--- src/rtl/ethernet_transmit.sv ---
// ethernet_transmit
// Serialises one Ethernet frame per request onto a 4-bit PHY transmit
// interface, two clocks per byte, low nibble first. The frame is preamble,
// SFD, destination MAC, source MAC, EtherType, payload, zero pad and FCS,
// followed by an inter-frame gap.
//
// Ports
//   phy_tx_clk   in   clock for all logic
//   reset_n      in   synchronous active-low reset
//   tx_start     in   one-cycle frame request, taken only while idle
//   tx_len       in   payload byte count, clamped to 1500
//   tx_data      in   payload byte, valid one cycle after tx_data_req
//   tx_data_req  out  one-cycle pulse asking upstream for the next byte
//   busy         out  frame or gap in progress
//   tx_done      out  pulse on the last gap cycle
//   phy_txd      out  transmit nibble
//   phy_tx_ctrl  out  transmit enable
//   status       out  one-hot current state
//
// state     | meaning
// ----------+---------------------------------------------
// IDLE      | waiting for tx_start, line quiet
// PREAMBLE  | 7 bytes of 8'h55
// SFD       | 1 byte of 8'hd5
// DST_MAC   | 6 destination address bytes, MSB first
// SRC_MAC   | 6 source address bytes, MSB first
// TYPE      | 2 EtherType bytes, MSB first
// PAYLOAD   | L upstream bytes
// PAD       | zero bytes up to the 46-byte minimum payload
// FCS       | 4 bytes of inverted CRC, LSB first
// IFG       | line quiet for IFG_BYTES byte times

module ethernet_transmit #(
   parameter logic [47:0] DST_MAC   = 48'hffffffffffff,
   parameter logic [47:0] BOARD_MAC = 48'h000a3501fec0,
   parameter logic [15:0] ETH_TYPE  = 16'h0800,
   parameter int unsigned IFG_BYTES = 12
) (
   input  logic        phy_tx_clk,
   input  logic        reset_n,
   input  logic        tx_start,
   input  logic [10:0] tx_len,
   input  logic [7:0]  tx_data,
   output logic        tx_data_req,
   output logic        busy,
   output logic        tx_done,
   output logic [3:0]  phy_txd,
   output logic        phy_tx_ctrl,
   output logic [9:0]  status
);

   typedef enum logic [9:0] {
      S_IDLE     = 10'b0000000001,
      S_PREAMBLE = 10'b0000000010,
      S_SFD      = 10'b0000000100,
      S_DST      = 10'b0000001000,
      S_SRC      = 10'b0000010000,
      S_TYPE     = 10'b0000100000,
      S_PAYLOAD  = 10'b0001000000,
      S_PAD      = 10'b0010000000,
      S_FCS      = 10'b0100000000,
      S_IFG      = 10'b1000000000
   } state_t;

   localparam logic [10:0] MAX_LEN  = 11'd1500;
   localparam logic [10:0] MIN_LEN  = 11'd46;
   localparam logic [10:0] IFG_LAST = 11'(IFG_BYTES - 1);

   state_t      state_q, state_d;
   logic        phase_q, phase_d;
   logic [10:0] cnt_q, cnt_d;
   logic [7:0]  byte_q, byte_d;
   logic [31:0] crc_q, crc_d;
   logic [10:0] len_q, len_d;
   logic [3:0]  txd_q, txd_d;
   logic        ctrl_q, ctrl_d;
   logic        req_q, req_d;
   logic        done_q, done_d;
   logic        busy_q, busy_d;

   logic [31:0] crc_upd;
   logic [10:0] len_last;
   logic [10:0] pad_last;

   // Reflected CRC-32, one byte per call.
   function automatic logic [31:0] crc_byte(input logic [31:0] c, input logic [7:0] b);
      logic [31:0] r;
      r = c ^ {24'h0, b};
      for (int i = 0; i < 8; i++)
         r = r[0] ? ((r >> 1) ^ 32'hedb88320) : (r >> 1);
      return r;
   endfunction

   // Byte i of a 48-bit address, MSB byte first.
   function automatic logic [7:0] mac_byte(input logic [47:0] m, input logic [2:0] i);
      logic [47:0] s;
      s = m >> (6'd40 - {i, 3'b000});
      return s[7:0];
   endfunction

   // Byte i of the FCS word, LSB byte first.
   function automatic logic [7:0] fcs_byte(input logic [31:0] c, input logic [1:0] i);
      logic [31:0] s;
      s = ~c >> {i, 3'b000};
      return s[7:0];
   endfunction

   always_comb begin
      state_d  = state_q;
      phase_d  = phase_q;
      cnt_d    = cnt_q;
      byte_d   = byte_q;
      crc_d    = crc_q;
      len_d    = len_q;
      crc_upd  = crc_byte(crc_q, byte_q);
      len_last = len_q - 11'd1;
      pad_last = 11'd45 - len_q;

      if (state_q == S_IDLE) begin
         phase_d = 1'b0;
         if (tx_start) begin
            state_d = S_PREAMBLE;
            cnt_d   = '0;
            byte_d  = 8'h55;
            crc_d   = '1;
            len_d   = (tx_len > MAX_LEN) ? MAX_LEN : tx_len;
         end
      end else if (!phase_q) begin
         phase_d = 1'b1;
      end else begin
         // End of a byte time: advance to the next byte on the wire.
         phase_d = 1'b0;
         cnt_d   = cnt_q + 11'd1;
         if (state_q inside {S_DST, S_SRC, S_TYPE, S_PAYLOAD, S_PAD})
            crc_d = crc_upd;
         unique case (state_q)
            S_PREAMBLE:
               if (cnt_q == 11'd6) begin
                  state_d = S_SFD;
                  cnt_d   = '0;
                  byte_d  = 8'hd5;
               end else begin
                  byte_d = 8'h55;
               end
            S_SFD: begin
               state_d = S_DST;
               cnt_d   = '0;
               byte_d  = mac_byte(DST_MAC, 3'd0);
            end
            S_DST:
               if (cnt_q == 11'd5) begin
                  state_d = S_SRC;
                  cnt_d   = '0;
                  byte_d  = mac_byte(BOARD_MAC, 3'd0);
               end else begin
                  byte_d = mac_byte(DST_MAC, cnt_d[2:0]);
               end
            S_SRC:
               if (cnt_q == 11'd5) begin
                  state_d = S_TYPE;
                  cnt_d   = '0;
                  byte_d  = ETH_TYPE[15:8];
               end else begin
                  byte_d = mac_byte(BOARD_MAC, cnt_d[2:0]);
               end
            S_TYPE:
               if (cnt_q == 11'd0) begin
                  byte_d = ETH_TYPE[7:0];
               end else begin
                  cnt_d = '0;
                  if (len_q == 11'd0) begin
                     state_d = S_PAD;
                     byte_d  = 8'h00;
                  end else begin
                     state_d = S_PAYLOAD;
                     byte_d  = tx_data;
                  end
               end
            S_PAYLOAD:
               if (cnt_q == len_last) begin
                  cnt_d = '0;
                  if (len_q < MIN_LEN) begin
                     state_d = S_PAD;
                     byte_d  = 8'h00;
                  end else begin
                     state_d = S_FCS;
                     byte_d  = fcs_byte(crc_upd, 2'd0);
                  end
               end else begin
                  byte_d = tx_data;
               end
            S_PAD:
               if (cnt_q == pad_last) begin
                  state_d = S_FCS;
                  cnt_d   = '0;
                  byte_d  = fcs_byte(crc_upd, 2'd0);
               end else begin
                  byte_d = 8'h00;
               end
            S_FCS:
               if (cnt_q == 11'd3) begin
                  state_d = S_IFG;
                  cnt_d   = '0;
                  byte_d  = 8'h00;
               end else begin
                  byte_d = fcs_byte(crc_q, cnt_d[1:0]);
               end
            S_IFG:
               if (cnt_q == IFG_LAST) begin
                  state_d = S_IDLE;
                  cnt_d   = '0;
               end
            default: state_d = S_IDLE;
         endcase
      end

      // Outputs are registered from the next-cycle view so they line up with
      // the nibble actually being driven in that cycle.
      ctrl_d = !(state_d inside {S_IDLE, S_IFG});
      txd_d  = ctrl_d ? (phase_d ? byte_d[7:4] : byte_d[3:0]) : 4'h0;
      busy_d = (state_d != S_IDLE);
      done_d = (state_d == S_IFG) && phase_d && (cnt_d == IFG_LAST);
      // Request during phase 0 of the byte before each payload byte.
      req_d  = !phase_d &&
               (((state_d == S_TYPE) && (cnt_d == 11'd1) && (len_q != 11'd0)) ||
                ((state_d == S_PAYLOAD) && (cnt_d != len_last)));
   end

   always_ff @(posedge phy_tx_clk) begin
      if (!reset_n) begin
         state_q <= S_IDLE;
         phase_q <= 1'b0;
         cnt_q   <= '0;
         byte_q  <= '0;
         crc_q   <= '1;
         len_q   <= '0;
         txd_q   <= '0;
         ctrl_q  <= 1'b0;
         req_q   <= 1'b0;
         done_q  <= 1'b0;
         busy_q  <= 1'b0;
      end else begin
         state_q <= state_d;
         phase_q <= phase_d;
         cnt_q   <= cnt_d;
         byte_q  <= byte_d;
         crc_q   <= crc_d;
         len_q   <= len_d;
         txd_q   <= txd_d;
         ctrl_q  <= ctrl_d;
         req_q   <= req_d;
         done_q  <= done_d;
         busy_q  <= busy_d;
      end
   end

   assign phy_txd     = txd_q;
   assign phy_tx_ctrl = ctrl_q;
   assign tx_data_req = req_q;
   assign tx_done     = done_q;
   assign busy        = busy_q;
   assign status      = state_q;

endmodule

--- config.mk ---
export PLATFORM = sky130hd
export DESIGN_NAME = ethernet_transmit
export DESIGN_NICKNAME = d
export VERILOG_FILES = /design/src/rtl/ethernet_transmit.sv
export SDC_FILE = /design/constraint.sdc
export NUM_CORES = 1
export LEC_CHECK = 0
export BUFFER_PORTS_ARGS = -buffer_cell sky130_fd_sc_hd__buf_2
export CORE_MARGIN = 2
export CORE_UTILIZATION = 62
export DETAILED_ROUTE_END_ITERATION = 16
export GPL_ROUTABILITY_DRIVEN = 0
export GPL_TIMING_DRIVEN = 0
export PLACE_DENSITY = 0.81
export SETUP_SLACK_MARGIN = 0.5
export SLEW_MARGIN = 40
export SYNTH_ARGS = -nofsm -noshare
export SYNTH_HDL_FRONTEND = slang
export SYNTH_SLANG_ARGS = --single-unit
--- constraint.sdc ---
create_clock -name phy_tx_clk -period 4.5 [get_ports phy_tx_clk]
set_input_delay 0.675 -clock phy_tx_clk [delete_from_list [all_inputs] [get_ports phy_tx_clk]]
set_output_delay 0.675 -clock phy_tx_clk [all_outputs]
set_load 0.005 [all_outputs]
* After elaboration in Yosys (flattened, before gate mapping)
Index checks and enable logic that the tools add are counted.
** Storage, ports and cells
- Register bits after elaboration :: 81
- Input bits :: 22
- Output and inout port bits :: 18
- Logic and storage cells :: 131
** Operators by class
- $add $sub $neg :: 4
- Order comparisons :: 2
- Equality and inequality tests :: 25
- Shift-type cells :: 3
- Muxes and demuxes :: 54
- Bitwise operators :: 12
- Reductions and logical operators :: 20
** Operator list (number)
- $mux 32 :: 12
- $mux 11 :: 11
- $not 13->14 :: 8
- $mux 10 :: 11
- $mux 8 :: 13
- $pmux 10 s9 :: 1
- $pmux 11 s8 :: 1
- $pmux 8 s8 :: 1
- $shr 48x6->8 const A :: 1
- $shr 36x6->8 const A :: 1
- $not 32->32 :: 1
- $shr 32x5->8 :: 1
- $xor 32x8->32 :: 1
- $eq 11x11->1 :: 2
- $eq 11x3->1 const B :: 2
- $eq 11x4->1 const B :: 2
- $logic_not 11->1 :: 2
- $eq 10x1->1 const B :: 2
- $eq 10x10->1 const B :: 2
- $eq 10x6->1 const B :: 2
- $eq 10x7->1 const B :: 2
- $add 11x1->11 const B :: 1
- $eq 11x1->1 const B :: 1
- $eq 11x2->1 const B :: 1
- 28 further kinds :: 38

* Longest topological paths before layout
Gate-level depths: netlist of the first run.
- Depth in word-level cells :: 24
- Gate-level depth with buffers :: 15
- Mapped depth without buffers :: 13

* Worst setup path after synthesis of the first run
Ideal clock, no wire load.
- Path kind :: flip-flop to flip-flop
- Start point :: register len_q[0]
- End point :: register req_q (netlist: tx_data_req)
- Setup time :: 0.131 ns
- Arrival :: 3.420 ns
- Data required time :: 4.369 ns
- Setup slack :: 0.949 ns
- Stages on the path, launching flop included :: 15
- Path buffers :: 1
- Period minus slack after synthesis :: 3.551 ns
- Path through :: dfxtp_1 > clkbuf_1 > inv_1 > ha_1 > nand2b_1 > nor3_1 > xnor2_1 > o22ai_1 > or4_1 > or4_1 > mux2_2 > nor4_1 > o311a_1 > a311o_1 > a2111oi_2
** Between the ends
- Cells in the longest elaborated chain, start to end :: 11
- Elaborated cells between the ends (all ways) :: 29
- Classes of those cells :: 2 x add/sub; 1 x order compare; 6 x eq/ne; 13 x mux; 7 x reduce/logical
** Ends and longest elaborated chain
- from (decl) :: line 74 : logic [10:0] len_q, len_d;
- from (signal assigned) :: line 248 : len_q <= len_d;
- $sub 6x11->11, or another cell as far along :: line 117 : pad_last = 11'd45 - len_q;
- $eq 11x11->1, or another cell as far along :: line 193 : if (cnt_q == pad_last) begin
- $mux 10, or another cell as far along :: line 193
- $pmux 10 s9 / $pmux 11 s8 (equally long branches) :: line 136 : unique case (state_q)
- $mux 10 / $mux 11 (equally long branches) :: line 128 : end else if (!phase_q) begin
- $mux 10 / $mux 11 (equally long branches) :: line 119 : if (state_q == S_IDLE) begin
- $eq 10x6->1 / $eq 11x1->1 (equally long branches) :: line 225 : (((state_d == S_TYPE) && (cnt_d == 11'd1) && (len_q != 11'd0)) ||
- $logic_and 1x1->1 (2 in series) :: line 225
- $logic_or 1x1->1 * :: line 225
- $logic_and 1x1->1 * :: line 224 : req_d = !phase_d &&
- to (signal assigned) :: line 251 : req_q <= req_d;
- to (decl) :: line 77 : logic req_q, req_d;
Every way passes the cells marked *; elsewhere a longest branch is shown, timed or not.
A chain may end at the register's enable or synchronous reset.

* Worst setup path after layout of the first run
- Start point :: register cnt_q[7]
- End point :: register txd_q[0] (netlist: phy_txd[0])
** Between the ends
- Cells in the longest elaborated chain, start to end :: 8
- Elaborated cells between the ends (all ways) :: 32
- Classes of those cells :: 8 x eq/ne; 21 x mux; 3 x reduce/logical
** Ends and longest elaborated chain
- from (decl) :: line 71 : logic [10:0] cnt_q, cnt_d;
- from (signal assigned) :: line 245 : cnt_q <= cnt_d;
- $eq 11x4->1, or another cell as far along :: line 209 : if (cnt_q == IFG_LAST) begin
- $mux 10, or another cell as far along :: line 209
- $pmux 10 s9 :: line 136
- $mux 10 :: line 128
- $mux 10 :: line 119
- $eq 10x1->1 / $eq 10x10->1 (equally long branches) :: line 219 : ctrl_d = !(state_d inside {S_IDLE, S_IFG});
- $reduce_bool 2->1 :: line 219
- $reduce_or 2->1 (no line)
- to (signal assigned) :: line 249 : txd_q <= txd_d;
- to (decl) :: line 75 : logic [3:0] txd_q, txd_d;
Several ways; a longest one is shown, not always the timed one.

==> flow_metrics.py, run 1 <==
metrics = {
    "yosys": {
        "synth_area_sq_um": 6340,
        "yosysUniqueCellTypes": 83,
        "syn_area_per_cell_sq_um": 7.78,
        "synthArstFlopShare_pct": 0,
        "synth_area_leaders": "dfxtp_1 (26%), xnor2_1 (11%), nand2_1 (5.0%), o21ai_0 (5.0%), xor2_1 (4.8%)",
        "synth-seq-cells": 81,
        "synthFlopType": "dfxtp_1",
        "ys.warnings.count": 0,
        "synth_edf_count": 0,
        "yosysTopAreaCell": "dfxtp_1",
        "synthCells": 815,
        "syn_nets": 850,
        "ys_seq_area_share_pct": 25.6,
        "yosysTopAreaCellShare_pct": 25.6,
    },
    "clocking": {
        "htreeDepth": 3,
        "cts_buffers": 9,
        "cts-root-buf": "clkbuf_8",
        "clk_latency_ns": 0.39,
        "cts_tree": "done",
        "clock_sinks": 81,
        "cts_buffer_depth": 2,
        "hold_buffers": 0,
        "cts.clk_slew.worst_paths_ns": 0.08,
    },
    "floorplanning": {
        "core_area_sq_um": 9860,
        "die_y_um": 105,
        "design.die.area_sq_um": 11000,
        "ios": 40,
        "initial_core_util_pct": 64.3,
        "rows": 36,
        "die_w_um": 105,
    },
    "critical_path": {
        "endpoint_kind": "flip-flop",
        "worst-setup-path-type": "flip-flop to flip-flop",
        "crit_required_ns": 4.75,
        "path_max_fanout": 10,
        "worstSetupStartpointType": "flip-flop",
        "worstRegToRegCells": 13,
        "worst-endpoint-arrival_ns": 4.16,
    },
    "timing": {
        "postLayoutSetupSlackWorst_ns": 0.590,
        "max_slew_margin_pct": 46.7,
        "tightest_slew_ns": 0.799,
        "final.setup_skew_ns": 0.0236,
        "max_clock_freq_ghz": 0.256,
        "period_share_pct": 86.9,
        "maxSlewViolCount": 0,
        "setup_viol": 0,
        "layout_min_cycle_time_ns": 3.91,
        "rsz0062_at_grt": "yes",
        "hold_viol": 0,
        "totalNegativeSetupSlack_ns": 0,
    },
    "power": {
        "vdd_drop_max_mv": 0.249,
        "power_density_nw_per_um2": 362,
        "power_leakage_nw": 2.57,
        "total_power_mw": 2.58,
    },
    "placed_design": {
        "dpl.hpwl_um": 15300,
        "dpl.cell_count": 986,
        "portBuffers": 38,
        "pre_cts_ws_ns": 0.202,
    },
    "drt": {
        "wl_per_cell_um": 21.0,
        "antenna_left": 0,
        "vias": 6883,
        "post-route-drc-count": 0,
        "wl_um": 21200,
        "dr.pass1.iters": 8,
        "first_iter_violations": 1068,
        "via_per_inst": 6.83,
    },
    "worst_hold_path": {
        "worstHoldPathType": "flip-flop to flip-flop",
        "holdPathStages": 2,
    },
    "run": {
        "max_cap_viol_count": 0,
    },
    "grt": {
        "grt_overflow": 0,
        "grt_pass1_wl_um": 32500,
        "antenna_found_initial": 0,
        "grt_max_degree": 14,
        "grt_pass1_vias": 6278,
        "gr-usage-all-layers_pct": 37.4,
    },
    "layout": {
        "final_cell_mix": "nand2_1 (85), dfxtp_1 (79), xnor2_1 (76), o21ai_0 (62), nor2_1 (60)",
        "layout-drive-gt1-share_pct": 14.7,
        "final_nets": 905,
        "area_growth_pct": 12.2,
        "layout.cells.most_common": "nand2_1",
        "instances_no_fill": 1008,
        "diodes": 0,
    },
    "run_status": {
        "status": "completed",
    },
}
==> kinds of logic after synthesis <==
logic type | count (synthesis) | share of synthesized area (%)
AOI/OAI and AO/OA | 207 | 21.4
xor gates and xnor gates | 114 | 16.0
adders and majority gates | 13 | 2.57
buffers and inverters | 74 | 4.90
DFF | 81 | 25.6
muxes | 12 | 3.51
and+or+nand+nor | 314 | 26.0
==> registers in the layout, indices dropped and copies added, names as in the netlist <==
name / count
tx_done: 1
cnt_q: 11
phase_q: 1
phy_txd: 4
len_q: 11
status: 10
phy_tx_ctrl: 1
tx_data_req: 1
crc_q: 32
byte_q: 8
busy: 1
==> worst max-delay path, stage by stage (launching register included) <==
cell      delay (ns)
dfxtp_1         0.30
buf_2           0.17
or4_4           0.59
nor3_2          0.31
a21o_1          0.17
buf_4           0.18
o21ai_2         0.10
a211oi_4        0.22
nand3_4         0.19
nor4_1          0.32
o211ai_1        0.26
or4_1           0.61
o21ai_4         0.27
nor2_1          0.10
==> final timing paths <==
path | start | to | slack, ns
max | cnt_q[7] | phy_txd[0] | 0.59
min | len_q[1] | len_q[1] | 0.54
max reg2reg | cnt_q[7] | phy_txd[0] | 0.59
min reg2reg | len_q[1] | len_q[1] | 0.54
==> through the flow <==
stage | instance area (sq um) | util (%) | hold slack (ns)
global placement | 6700 | 67.9 | 0.516
floorplan | 6340 | - | 0.486
finish | 7110 | 72.1 | 0.542
CTS | 6970 | 70.6 | 0.550
global route | 7110 | 72.1 | 0.553
detailed placement | 6710 | 68.0 | 0.528
==> cell type report <==
class	count	area [sq um]
Sequential cell	81	1620
Inverter	18	67.6
Clock inverter	4	76.3
Fill cell	790	2750
Clock buffer	12	145
Tap cell	133	166
Multi-Input combinational cell	660	4550
Buffer	56	250
Timing Repair Buffer	44	235
==> Yosys cell counts, types with 4 or more instances <==
cell	count
or3_1	4
inv_1	18
and4b_1	4
nor2_1	62
nand2_1	85
dfxtp_1	81
o2111ai_1	5
a221oi_1	6
and2_1	7
nand3b_1	4
nand2b_1	11
a21oi_1	44
o211ai_1	16
nor3_1	24
xnor2_1	78
nand4_1	6
nor2b_1	7
ha_1	13
or4_1	5
buf_2	8
o22ai_1	9
nor4b_1	4
xor2_1	35
mux4_2	8
nor3b_1	4
a21o_1	4
a31oi_1	5
nor4_1	6
buf_1	4
o21ai_0	63
and3_1	9
clkbuf_1	40
a211oi_1	4
nand3_1	47
==> routing by layer <==
metal	vias to the layer above	GRT usage [%]	wire length, um
li1	3037	-	-
met1	3138	51.5	8190
met2	605	53.9	8890
met3	103	11.9	3320
met4	0	14.9	780
met5	-	0	0
==> report_power, final <==
part / switching [mW] / internal (mW)
combinational: 0.681 / 0.430
clock: 0.297 / 0.330
sequential: 0.0648 / 0.774
total: 1.04 / 1.53
==> repair_timing <==
action	in CTS	in global routing
buffers inserted	1	5
gates resized for setup	8	26
pin swaps	1	3
setup endpoints to repair	6	18
No activity file was read; power rests on OpenSTA's default activity.
==> run 2, diff against run 1 <==
--- a/config.mk
+++ b/config.mk
@@ -6,12 +6,10 @@
 export NUM_CORES = 1
 export LEC_CHECK = 0
 export BUFFER_PORTS_ARGS = -buffer_cell sky130_fd_sc_hd__buf_2
-export CORE_MARGIN = 2
-export CORE_UTILIZATION = 62
+export CORE_UTILIZATION = 30
 export DETAILED_ROUTE_END_ITERATION = 16
 export GPL_ROUTABILITY_DRIVEN = 0
 export GPL_TIMING_DRIVEN = 0
-export PLACE_DENSITY = 0.81
 export SETUP_SLACK_MARGIN = 0.5
 export SLEW_MARGIN = 40
 export SYNTH_ARGS = -nofsm -noshare
==> run 2 against run 1 <==
  * Clock skew decreased by 0.0093 ns
  * Utilization decreased by 36 points
  * Clock power grew 20%
  * Sequential share of layout area shrank 0.87 points
  * Non-clock buffer count down 1
  * Maximum frequency down 1.1%
==> flow_metrics.py, run 2 (synthesis gave the netlist of run 1 again) <==
metrics = {
    "timing": {
        "max_slew_margin_pct": 42.8,
        "maxSlewViolCount": 0,
        "max_clock_freq_ghz": 0.253,
        "postLayoutSetupSlackWorst_ns": 0.546,
        "rsz0062_at_grt": "no",
        "layout_min_cycle_time_ns": 3.95,
        "whs_ns": 0.538,
        "tightest_slew_ns": 0.858,
        "hold_viol": 0,
        "final.setup_skew_ns": 0.0143,
        "setup_viol": 0,
        "period_share_pct": 87.9,
    },
    "clocking": {
        "clk_latency_ns": 0.36,
        "cts_tree": "done",
        "clock_sinks": 81,
        "cts.clk_slew.worst_paths_ns": 0.07,
        "cts_buffers": 9,
        "cts_buffer_depth": 2,
        "htreeDepth": 3,
        "cts-root-buf": "clkbuf_16",
    },
    "worst_hold_path": {
        "worstHoldPathType": "flip-flop to flip-flop",
        "holdPathStages": 2,
    },
    "floorplanning": {
        "core_area_sq_um": 20500,
        "rows": 52,
        "design.die.area_sq_um": 21700,
        "die_w_um": 147,
        "die_y_um": 147,
        "ios": 40,
        "initial_core_util_pct": 30.9,
    },
    "drt": {
        "first_iter_violations": 759,
        "vias": 6446,
        "wl_per_cell_um": 18.8,
        "antenna_left": 0,
        "wl_um": 21500,
        "dr.pass1.iters": 6,
        "post-route-drc-count": 0,
        "via_per_inst": 5.63,
    },
    "placed_design": {
        "portBuffers": 38,
        "dpl_cell_area_sq_um": 6880,
        "pre_cts_ws_ns": -0.0392,
        "dpl.hpwl_um": 16000,
    },
    "grt": {
        "grt_overflow": 0,
        "grt_max_degree": 17,
        "grt_pass1_vias": 5953,
        "gr-usage-all-layers_pct": 20.0,
        "grt_pass1_wl_um": 33600,
        "antenna_found_initial": 0,
    },
    "power": {
        "power_density_nw_per_um2": 363,
        "power_leakage_nw": 2.63,
        "vdd_drop_max_mv": 0.218,
        "total_power_mw": 2.68,
    },
    "layout": {
        "biggestRegsByFlops": "crc_q x32, cnt_q x11, len_q x11",
        "diodes": 0,
        "final_cell_mix": "nand2_1 (85), dfxtp_1 (79), xnor2_1 (73), o21ai_0 (62), nor2_1 (60)",
        "largest_reg_flops": 32,
        "regMostFlops": "crc_q",
        "final_nets": 904,
        "fin_util_pct": 36.1,
        "layout-drive-gt1-share_pct": 15.3,
        "finalInstanceArea_sq_um": 7390,
        "layout.cells.most_common": "nand2_1",
        "area_growth_pct": 16.6,
    },
    "critical_path": {
        "crit_required_ns": 4.71,
        "path_max_fanout": 9,
        "worstSetupStartpointType": "flip-flop",
        "worst-endpoint-arrival_ns": 4.17,
        "worstRegToRegCells": 12,
        "endpoint_kind": "flip-flop",
        "worst-setup-path-type": "flip-flop to flip-flop",
    },
    "run": {
        "max_cap_viol_count": 0,
    },
    "run_status": {
        "status": "completed",
    },
}
-- run 2: changes by cell type in the layout (fill, tap and decap cells not counted), moves of 2 or more --
cell / previous run / this run
bufinv_16: 2 / 0
clkbuf_1: 37 / 34
clkbuf_16: 0 / 9
clkbuf_8: 10 / 1
inv_6: 0 / 2
inv_8: 0 / 2
xnor2_1: 76 / 73
xnor2_2: 2 / 5
-- run 2: area by class of cell --
| type | instances | area (sq um) |
|---|---|---|
| Fill cell | 2186 | 13100 |
| Multi-Input combinational cell | 660 | 4590 |
| Sequential cell | 81 | 1620 |
| Tap cell | 270 | 338 |
| Buffer | 56 | 251 |
| Clock buffer | 10 | 239 |
| Timing Repair Buffer | 43 | 228 |
| Inverter | 18 | 67.6 |
| Clock inverter | 6 | 56.3 |
-- run 2: path summary, 6_finish.rpt --
check,from,end,slack [ns]
max,len_q[6],tx_data_req,0.55
min,len_q[1],len_q[1],0.54
max reg2reg,len_q[6],tx_data_req,0.55
min reg2reg,len_q[1],len_q[1],0.54
-- run 2: worst max-delay path, cell delays in order, from the launching register on --
cell and delay (ns):
dfxtp_1 0.29, buf_2 0.18, or4_1 0.64, nor3_4 0.20, xnor2_2 0.19, a21oi_1 0.07, or4_1 0.56, or4_1 0.55
mux2_2 0.30, nor4_4 0.31, o311a_1 0.22, a311o_1 0.20, a2111oi_2 0.10
-- run 2: repair_timing --
| action | 4_1_cts | 5_1_grt |
|---|---|---|
| setup buffers | 2 | 3 |
| gates resized for setup | 17 | 25 |
| endpoints found under the setup margin | 6 | 34 |
| pin swaps | 2 | 3 |
| gates cloned | 0 | 0 |
| hold buffers | 0 | 0 |
-- run 2: metal layers --
metal / GRT usage, % / wire (um) / vias up / share of wire (%)
met3: 2.52 / 1510 / 39 / 7.0
li1: - / - / 3042 / -
met4: 7.89 / 568 / 0 / 2.6
met5: 0 / 0 / - / 0
met2: 29.7 / 9280 / 276 / 43
met1: 28.9 / 10100 / 3089 / 47
-- run 2: power breakdown --
group	internal (mW)	switching [mW]
clock network	0.402	0.347
logic	0.434	0.657
registers	0.775	0.0656
total	1.61	1.07
-- run 2: stage by stage --
step	cells	TNS, ns
3_5_place_dp	1123	-0.0392
3_3_place_gp	1123	-0.0818
2_1_floorplan	815	0
4_1_cts	1141	0
5_1_grt	1144	0
6_report	1144	0
